<file path="src/rtl/weight_fifo_loader_if.sv">
// Weight FIFO loader bus: upstream row handshake, FIFO push/pop strobes
// and tile-load control.
interface weight_fifo_loader_if #(
  parameter int CNT_W = 3
);
  logic             w_valid;
  logic             w_ready;
  logic [15:0]      w_data;
  logic             push_col0;
  logic             push_col1;
  logic [7:0]       data_out;
  logic             load_start;
  logic             pop;
  logic             load_busy;
  logic             load_done;
  logic             load_reject;
  logic [CNT_W-1:0] rows_valid;

  modport master (
    output w_valid, w_data, load_start,
    input  w_ready, push_col0, push_col1, data_out,
    input  pop, load_busy, load_done, load_reject,
    input  rows_valid
  );

  modport slave (
    input  w_valid, w_data, load_start,
    output w_ready, push_col0, push_col1, data_out,
    output pop, load_busy, load_done, load_reject,
    output rows_valid
  );
endinterface

</file>
<file path="src/rtl/weight_fifo_loader.sv">
// Serialises weight rows onto the dual-column FIFO bus and pops
// ROWS-deep tiles into the MMU, tracking FIFO occupancy.
module weight_fifo_loader #(
  parameter int DEPTH = 4,
  parameter int ROWS  = 2,
  parameter int CNT_W = 3
) (
  input  logic               clk,
  input  logic               reset,
  weight_fifo_loader_if.slave bus
);

  typedef enum logic [1:0] {
    P_IDLE,
    P_COL0,
    P_COL1
  } p_state_t;

  typedef enum logic [1:0] {
    L_IDLE,
    L_POP,
    L_SKEW,
    L_DONE
  } l_state_t;

  p_state_t         p_q, p_d;
  l_state_t         l_q, l_d;
  logic             ready_en_q;
  logic [15:0]      row_q;
  logic [7:0]       data_q;
  logic [CNT_W-1:0] resv_q;
  logic [CNT_W-1:0] rows_q;
  logic [CNT_W-1:0] cnt_q, cnt_d;
  logic             reject_q, reject_d;
  logic             w_ready;
  logic             accept;
  logic             popping;
  logic             pushed;

  // Pops in flight are not credited until the cycle after.
  assign w_ready = ready_en_q
                 & (p_q != P_COL0)
                 & (resv_q < CNT_W'(DEPTH));
  assign accept  = bus.w_valid & w_ready;
  assign popping = (l_q == L_POP);
  assign pushed  = (p_q == P_COL1);

  always_comb begin
    p_d = p_q;
    unique case (p_q)
      P_IDLE:  if (accept) p_d = P_COL0;
      P_COL0:  p_d = P_COL1;
      P_COL1:  p_d = accept ? P_COL0 : P_IDLE;
      default: p_d = P_IDLE;
    endcase
  end

  always_ff @(posedge clk or posedge reset) begin
    if (reset) begin
      p_q        <= P_IDLE;
      ready_en_q <= 1'b0;
      row_q      <= '0;
      data_q     <= '0;
    end else begin
      p_q        <= p_d;
      ready_en_q <= 1'b1;
      if (accept) begin
        row_q  <= bus.w_data;
        data_q <= bus.w_data[7:0];
      end else if (p_q == P_COL0) begin
        data_q <= row_q[15:8];
      end
    end
  end

  always_ff @(posedge clk or posedge reset) begin
    if (reset) begin
      resv_q <= '0;
      rows_q <= '0;
    end else begin
      resv_q <= resv_q + CNT_W'(accept) - CNT_W'(popping);
      rows_q <= rows_q + CNT_W'(pushed) - CNT_W'(popping);
    end
  end

  always_comb begin
    l_d      = l_q;
    cnt_d    = cnt_q;
    reject_d = 1'b0;
    unique case (l_q)
      L_IDLE: begin
        if (bus.load_start) begin
          if (rows_q >= CNT_W'(ROWS)) begin
            l_d   = L_POP;
            cnt_d = '0;
          end else begin
            reject_d = 1'b1;
          end
        end
      end
      L_POP: begin
        if (cnt_q == CNT_W'(ROWS - 1)) l_d = L_SKEW;
        else cnt_d = cnt_q + 1'b1;
      end
      L_SKEW:  l_d = L_DONE;
      L_DONE:  l_d = L_IDLE;
      default: l_d = L_IDLE;
    endcase
  end

  always_ff @(posedge clk or posedge reset) begin
    if (reset) begin
      l_q      <= L_IDLE;
      cnt_q    <= '0;
      reject_q <= 1'b0;
    end else begin
      l_q      <= l_d;
      cnt_q    <= cnt_d;
      reject_q <= reject_d;
    end
  end

  assign bus.w_ready     = w_ready;
  assign bus.push_col0   = (p_q == P_COL0);
  assign bus.push_col1   = (p_q == P_COL1);
  assign bus.data_out    = data_q;
  assign bus.pop         = popping;
  assign bus.load_busy   = (l_q == L_POP) | (l_q == L_SKEW);
  assign bus.load_done   = (l_q == L_DONE);
  assign bus.load_reject = reject_q;
  assign bus.rows_valid  = rows_q;

endmodule
</file>
<file path="src/flat_wrapper.sv">
// flat-port wrapper written by rule: the top's interface ports become plain ports
module weight_fifo_loader_flat 
#(
  parameter int DEPTH = 4,
  parameter int ROWS  = 2,
  parameter int CNT_W = 3
)
  (clk, reset, bus_w_valid, bus_w_data, bus_load_start, bus_w_ready, bus_push_col0, bus_push_col1, bus_data_out, bus_pop, bus_load_busy, bus_load_done, bus_load_reject, bus_rows_valid);
  weight_fifo_loader_if #(.CNT_W(CNT_W)) bus_i ();
  input  logic clk;
  input  logic reset;
  input wire logic [$bits(bus_i.w_valid)-1:0] bus_w_valid;
  input wire logic [$bits(bus_i.w_data)-1:0] bus_w_data;
  input wire logic [$bits(bus_i.load_start)-1:0] bus_load_start;
  output wire logic [$bits(bus_i.w_ready)-1:0] bus_w_ready;
  output wire logic [$bits(bus_i.push_col0)-1:0] bus_push_col0;
  output wire logic [$bits(bus_i.push_col1)-1:0] bus_push_col1;
  output wire logic [$bits(bus_i.data_out)-1:0] bus_data_out;
  output wire logic [$bits(bus_i.pop)-1:0] bus_pop;
  output wire logic [$bits(bus_i.load_busy)-1:0] bus_load_busy;
  output wire logic [$bits(bus_i.load_done)-1:0] bus_load_done;
  output wire logic [$bits(bus_i.load_reject)-1:0] bus_load_reject;
  output wire logic [$bits(bus_i.rows_valid)-1:0] bus_rows_valid;
  assign bus_i.w_valid = bus_w_valid;
  assign bus_i.w_data = bus_w_data;
  assign bus_i.load_start = bus_load_start;
  assign bus_w_ready = bus_i.w_ready;
  assign bus_push_col0 = bus_i.push_col0;
  assign bus_push_col1 = bus_i.push_col1;
  assign bus_data_out = bus_i.data_out;
  assign bus_pop = bus_i.pop;
  assign bus_load_busy = bus_i.load_busy;
  assign bus_load_done = bus_i.load_done;
  assign bus_load_reject = bus_i.load_reject;
  assign bus_rows_valid = bus_i.rows_valid;
  weight_fifo_loader #(.DEPTH(DEPTH), .ROWS(ROWS), .CNT_W(CNT_W)) u_core (.clk(clk), .reset(reset), .bus(bus_i));
endmodule
</file>
<file path="config.mk">
export PLATFORM = sky130hd
export DESIGN_NAME = weight_fifo_loader_flat
export DESIGN_NICKNAME = d
export VERILOG_FILES = /design/src/rtl/weight_fifo_loader_if.sv /design/src/rtl/weight_fifo_loader.sv /design/src/flat_wrapper.sv
export SDC_FILE = /design/constraint.sdc
export NUM_CORES = 1
export LEC_CHECK = 0
export ABC_AREA = 1
export ABC_CLOCK_PERIOD_IN_PS = 5000
export BUFFER_PORTS_ARGS = -buffer_cell sky130_fd_sc_hd__buf_2
export CORE_ASPECT_RATIO = 0.8
export CORE_UTILIZATION = 55
export DETAILED_ROUTE_END_ITERATION = 10
export PLACE_DENSITY = 0.88
export SYNTH_ARGS = -nofsm -noshare
export SYNTH_HDL_FRONTEND = slang
export SYNTH_SLANG_ARGS = --single-unit
</file>
<file path="constraint.sdc">
create_clock -name clk -period 5 [get_ports clk]
set_input_delay 0.5 -clock clk [delete_from_list [all_inputs] [get_ports clk]]
set_output_delay 0.5 -clock clk [all_outputs]
set_load 0.05 [all_outputs]
</file>
==> results of run 1 <==
[registers in the layout (all words and copies together) (netlist names)]
name                    flops
u_core.row_q                8
u_core.bus.load_reject      1
u_core.cnt_q                3
u_core.l_q                  2
u_core.bus.rows_valid       3
u_core.bus.data_out         8
u_core.p_q                  2
u_core.resv_q               3
u_core.ready_en_q           1
[placed cells by master (no fill, tap or decap), drive strengths merged]
master,instances
buf,37
clkbuf,6
clkinv,2
conb,1
dfrtp,31
fa,2
ha,12
inv,21
nand2,69
nand3,12
nand4,13
nor2,8
nor3,1
or2,1
xnor2,2
xor2,1
[worst paths after layout]
path | from | to | slack (ps)
setup reg to reg | u_core.p_q[1] | u_core.resv_q[2] | 2390
hold / removal | bus_w_data[12] | u_core.row_q[12] | 370
min in group asynchronous | reset | u_core.cnt_q[2] | 430
setup / recovery | u_core.p_q[1] | u_core.resv_q[2] | 2390
max in group asynchronous | reset | u_core.row_q[8] | 3890
hold reg to reg | u_core.p_q[0] | u_core.p_q[0] | 460
[power groups by stage]
stage | clock, mW | combinational [mW] | sequential (mW)
after floorplan | 0 | 0.00647 | 0.258
after global placement | 0 | 0.0168 | 0.256
after detailed placement | 0 | 0.0168 | 0.256
after CTS | 0.149 | 0.0169 | 0.251
after global routing | 0.159 | 0.0189 | 0.252
final | 0.145 | 0.0165 | 0.251
[layer usage]
layer | up-vias | routed length [um] | global-route usage (%)
li1 | 642 | - | -
met1 | 561 | 1410 | 31.6
met2 | 38 | 1380 | 35.5
met3 | 9 | 156 | 6.30
met4 | 0 | 61 | 8.89
met5 | - | 0 | 0
[worst register-to-register path: stages, from the launching register on]
cell and delay (ps):
sky130_fd_sc_hd__dfrtp_1 370, sky130_fd_sc_hd__inv_1 70, sky130_fd_sc_hd__nand2_1 400, sky130_fd_sc_hd__nand3_4 410, sky130_fd_sc_hd__clkinv_1 290, sky130_fd_sc_hd__ha_1 290, sky130_fd_sc_hd__fa_1 380, sky130_fd_sc_hd__xnor2_1 140
sky130_fd_sc_hd__xor2_1 140
[per-stage QoR]
step	power, mW	hold slack (ps)	utilization (%)	instance area, um2
floorplan	0.264	425	-	1580
global placement	0.273	438	68.8	1780
detailed placement	0.273	443	68.8	1780
CTS	0.417	358	71.0	1830
global route	0.429	366	71.0	1830
finish	0.413	366	71.0	1830
[synth_stat cells, drive strengths merged]
| master | n | area, um2 |
|---|---|---|
| inv | 21 | 78.8 |
| ha | 12 | 150 |
| nand2 | 69 | 267 |
| nor2 | 8 | 37.5 |
| fa | 2 | 40.0 |
| buf | 4 | 31.3 |
| nand4 | 13 | 81.3 |
| xor2 | 1 | 8.76 |
| nor3 | 1 | 5.00 |
| clkinv | 1 | 3.75 |
| or2 | 1 | 6.26 |
| dfrtp | 31 | 776 |
| xnor2 | 2 | 17.5 |
| nand3 | 12 | 72.6 |
| conb | 1 | 3.75 |
[cell type report]
cell class	instances	area, um2	share of cell area [%]
clock buffers	6	51.3	2.80
clock inverters	1	5.00	0.273
inverters	22	82.6	4.50
multi-input cells	122	689	37.6
flip-flops and latches	31	776	42.3
well taps	36	45.0	2.46
repair buffers	37	185	10.1
[kinds of logic after synthesis]
group / Yosys count / share of synthesized area, %
AND/OR/NAND/NOR: 104 / 29.7
flip-flops: 31 / 49.1
buffers and inverters: 26 / 7.21
adder cells (fa/ha/maj): 14 / 12.0
XOR/XNOR: 3 / 1.66
other: 1 / 0.237
==> results.txt, run 1 <==
Result of the run -> finished clean
Pre-CTS setup slack -> 2480 ps
Clock tree from TritonCTS -> done
Iteration-0 DRC count of the detailed router -> 52
Count of mapped cells out of synthesis -> 179
Worst-case clock buffer depth -> 2
Part of the cycle the worst path needs -> 52.2%
Category of the worst setup path launch point -> flop
Routed wire length -> 3010 um
Comb power frac -> 4.0%
Category of cells accounting for the largest share of critical-path delay -> simple AND/OR/NAND/NOR gates
CTS Hold Bufs -> 0
Drt via density -> 4.90
Max frequency -> 383 MHz
Cell-internal power -> 0.322 mW
Buf/Inv on CP -> 2
Maximum resistive drop on vdd -> 0.174 mV
Final layout net count -> 253
Count of distinct cell types in the synthesized netlist -> 20
Critical path endpoint category -> flop
Clock transition at the registers of the reported paths -> 100 ps
Fill cell instance count of the final layout -> 217
Floorplan die area -> 0.00309 mm2
Final count of hold timing violations -> 0
Resize count post-CTS -> 0
1st-pass router iterations -> 4
GR Util All Layers -> 23.4%
Setup clock skew after layout -> 14.7 ps
Leftover overflow at the end of global routing -> 0
Number of port buffers -> 37
Number of antenna violations at the first check in global routing -> 0
Setup repair after global routing missed its margin -> no
Worst setup path class -> flop to flop
Antenna cells -> 0
Worst path max stage delay -> 400 ps
Root buffer cell -> sky130_fd_sc_hd__clkbuf_4
Starting Density -> 61.1%
Post-DP HPWL -> 2160 um
Classification of the worst-slack hold path -> input pin to flop
Clock Latency Late Sink -> 330 ps
FF+latch count, synth -> 31
Number of cells on the worst hold path -> 3
RePlAce Congestion -> 0.816
Standard-cell row count -> 16
Number of nets produced by synthesis -> 213
Vert. Die Dim -> 49.9 um
Syn-to-layout area delta -> 16.2%
Width of the die -> 61.9 um
Number of global-route vias before repair -> 1245
Total vias in the final route -> 1250
Crit path max-delay cell type -> sky130_fd_sc_hd__nand2_1
Leakage power -> 1.12 nW
Final Worst Setup Slack -> 2390 ps
Power per standard cell area -> 225 mW/mm2
Reported net switching power -> 0.0911 mW
Core area -> 0.00258 mm2
Logic depth of the worst register-to-register path -> 8
Cell chain of the critical path -> inv_1, nand2_1, nand3_4, clkinv_1, ha_1, fa_1, xnor2_1, xor2_1
Boundary pin count -> 38
H-tree depth reported by CTS -> 2
Share of the yosys chip area belonging to registers -> 49.1%
Maximum fanout along the worst path -> 20
Post-CTS setup-driven buffer insertion count -> 0
Number of warning messages in the yosys log -> 0
Flop pwr share -> 60.9%
Cell Count Post-Placement -> 248
Final setup viols -> 0
Sink count of the clock tree -> 31
Fin Setup TNS -> 0 ps
DRT antenna net count -> 0
Synthesized area divided by synthesized cell count -> 8.82 um2
First-pass GRT wire length -> 5180 um
Number of non-filler instances in the completed layout -> 255
Max-cap viol count -> 0
Min Clock Period, post-route -> 2610 ps
Fraction of final layout cells sized beyond drive strength 1 -> 21.9%
Clock group share of total power -> 35.1%
Routed wire per std cell -> 11.8 um
Residual DRC count -> 0
Pin count of the biggest net entering global routing -> 32
Endpoint required time on the critical path -> 5210 ps
Number of clock buffers inserted by TritonCTS -> 5
Slew at the pin closest to its max-slew limit -> 1100 ps
Sw Share -> 22.1%
WP depth -> 8
Slew Limit Headroom -> 26.4%
Critical Path AT -> 2810 ps
Netlist Area Pre-Place -> 0.00158 mm2
Number of max-slew violations in the final report -> 0
(Power assumes the default switching activity.)
==> inputs of run 2 (changes only) <==
--- a/config.mk
+++ b/config.mk
@@ -6,12 +6,12 @@
 export NUM_CORES = 1
 export LEC_CHECK = 0
 export ABC_AREA = 1
-export ABC_CLOCK_PERIOD_IN_PS = 5000
+export ABC_CLOCK_PERIOD_IN_PS = 2650
 export BUFFER_PORTS_ARGS = -buffer_cell sky130_fd_sc_hd__buf_2
 export CORE_ASPECT_RATIO = 0.8
-export CORE_UTILIZATION = 55
+export CORE_UTILIZATION = 52
 export DETAILED_ROUTE_END_ITERATION = 10
-export PLACE_DENSITY = 0.88
+export PLACE_DENSITY = 0.84
 export SYNTH_ARGS = -nofsm -noshare
 export SYNTH_HDL_FRONTEND = slang
 export SYNTH_SLANG_ARGS = --single-unit
==> constraint.sdc (replaced) <==
create_clock -name clk -period 2.65 [get_ports clk]
set_input_delay 0.265 -clock clk [delete_from_list [all_inputs] [get_ports clk]]
set_output_delay 0.265 -clock clk [all_outputs]
set_load 0.05 [all_outputs]
==> results.txt, run 2 (synthesized netlist as in run 1, its figures left out) <==
Result of the run -> finished clean
Max frequency -> 464 MHz (+21%)
Category of the worst setup path launch point -> flop
Leftover overflow at the end of global routing -> 0 (unchanged)
Clock tree from TritonCTS -> done
Starting Density -> 55.8% (-5.3 points)
Total vias in the final route -> 1279 (+2.3%)
DRT antenna net count -> 0 (unchanged)
Standard-cell row count -> 17 (+1)
Routed wire length -> 3100 um (+3.0%)
Endpoint required time on the critical path -> 2860 ps (-2350 ps)
Number of antenna violations at the first check in global routing -> 0 (unchanged)
WP depth -> 8 (unchanged)
Power per standard cell area -> 460 mW/mm2 (+100%)
Final setup viols -> 0 (unchanged)
Routed wire per std cell -> 11.9 um (+0.98%)
Buf/Inv on CP -> 2 (unchanged)
Critical Path AT -> 2370 ps (-440 ps)
Worst setup path class -> flop to flop
Post-DP HPWL -> 2240 um (+3.4%)
Tot Pwr -> 0.863 mW (+110%)
Post-CTS setup-driven buffer insertion count -> 0 (unchanged)
Maximum resistive drop on vdd -> 0.357 mV (+110%)
Core area -> 0.00283 mm2 (+9.5%)
Drt via density -> 4.92 (+0.35%)
Number of port buffers -> 37 (unchanged)
Root buffer cell -> sky130_fd_sc_hd__clkbuf_8
Vert. Die Dim -> 51.3 um (+2.7%)
Final Worst Setup Slack -> 495 ps (-1900 ps)
Clock transition at the registers of the reported paths -> 70 ps (-30 ps)
1st-pass router iterations -> 4 (unchanged)
First-pass GRT wire length -> 5400 um (+4.3%)
Number of non-filler instances in the completed layout -> 260 (+2.0%)
Floorplan die area -> 0.00326 mm2 (+5.6%)
CTS Hold Bufs -> 0 (unchanged)
Number of max-slew violations in the final report -> 0 (unchanged)
H-tree depth reported by CTS -> 2 (unchanged)
Most common cell after layout, fill and taps aside -> sky130_fd_sc_hd__nand2_1
Setup repair after global routing missed its margin -> no
Final layout net count -> 255 (+0.79%)
RePlAce Congestion -> 0.839 (+2.8%)
Launch instance of the worst register-to-register path -> u_core.p_q[1]
Classification of the worst-slack hold path -> input pin to async pin
Total non-filler cell area in the finished layout -> 0.00188 mm2 (+2.3%)
Number of clock buffers inserted by TritonCTS -> 5 (unchanged)
Boundary pin count -> 38 (unchanged)
Logic depth of the worst register-to-register path -> 8 (unchanged)
Critical path endpoint category -> flop
Category of cells accounting for the largest share of critical-path delay -> adder cells
Maximum fanout along the worst path -> 19 (-5.0%)
Clock Latency Late Sink -> 290 ps (-40 ps)
Fin Setup TNS -> 0 ps (unchanged)
Final count of hold timing violations -> 0 (unchanged)
Syn-to-layout area delta -> 18.9%
Max-cap viol count -> 0 (unchanged)
Iteration-0 DRC count of the detailed router -> 76 (+46%)
Residual DRC count -> 0 (unchanged)
Min Clock Period, post-route -> 2150 ps (-454 ps)
Cell chain of the critical path -> inv_1, nand2_1, nand3_4, clkinv_1, ha_1, fa_1, xnor2_1, xor2_1
Fraction of final layout cells sized beyond drive strength 1 -> 22.1% (+0.15 points)
Pin count of the biggest net entering global routing -> 32 (unchanged)
Width of the die -> 63.6 um (+2.8%)
Post-route core utilization -> 66.3% (-4.7 points)
GR Util All Layers -> 23.5% (+0.098 points)
Worst-case clock buffer depth -> 2 (unchanged)
Number of global-route vias before repair -> 1195 (-4.0%)
Terminus of the critical flop-to-flop path -> u_core.resv_q[2]
Part of the cycle the worst path needs -> 81.3% (+29 points)
Pre-CTS setup slack -> 481 ps (-2000 ps)
Crit path max-delay cell type -> sky130_fd_sc_hd__fa_1
Cell Count Post-Placement -> 252 (+1.6%)
Resize count post-CTS -> 0 (unchanged)
Placed cell area -> 0.00180 mm2 (+0.98%)
Register-to-Register Setup Slack -> 500 ps (-1900 ps)
Highest-count cells in the layout ignoring fill and taps -> sky130_fd_sc_hd__nand2_1, sky130_fd_sc_hd__buf_2, sky130_fd_sc_hd__dfrtp_1
Worst path max stage delay -> 400 ps (about the same)
Setup clock skew after layout -> 9.19 ps (-5.50 ps)
Sink count of the clock tree -> 31 (unchanged)
Min Hold Slack -> 33.7 ps (-332 ps)
Leakage power -> 1.13 nW (+1.5%)
Antenna cells -> 0 (unchanged)
[run 2: worst max-delay path by stage]
stage	start	to
6_report	u_core.p_q[1]	u_core.resv_q[2]
4_1_cts	u_core.p_q[1]	u_core.resv_q[2]
2_1_floorplan	u_core.p_q[0]	bus_w_ready
5_1_grt	u_core.p_q[1]	u_core.resv_q[2]
3_3_place_gp	u_core.p_q[1]	u_core.resv_q[2]
3_5_place_dp	u_core.p_q[1]	u_core.resv_q[2]
[run 2: final cells by class]
| cell class | count | area [um2] |
|---|---|---|
| clock inverters | 1 | 5.00 |
| inverters | 22 | 82.6 |
| clock buffers | 7 | 76.3 |
| fillers | 250 | 952 |
| well taps | 38 | 47.5 |
| flip-flops and latches | 31 | 776 |
| multi-input cells | 122 | 689 |
| repair buffers | 39 | 200 |
[run 2: power by group]
part           switching [mW]  leakage [nW]  internal (mW)
Clock                   0.172        0.0422          0.184
Combinational          0.0204         0.667         0.0119
Sequential           0.000274         0.423          0.475
[run 2: metal layers]
| metal | routed length (um) | global-route usage, % | part of all wire (%) | up-vias |
|---|---|---|---|---|
| met5 | 0 | 0 | 0 | - |
| met4 | 40 | 10.2 | 1.3 | 0 |
| met3 | 187 | 8.71 | 6.0 | 4 |
| met2 | 1440 | 35.3 | 47 | 41 |
| met1 | 1430 | 30.5 | 46 | 588 |
| li1 | - | - | - | 646 |
[run 2: worst register-to-register path, delay by kind of cell, from the launching register on]
family	cells	cell delay, ps
xor gates and xnor gates	2	360
DFF	1	360
and+or+nand+nor	2	330
adders and majority gates	2	700
buffers and inverters	2	330
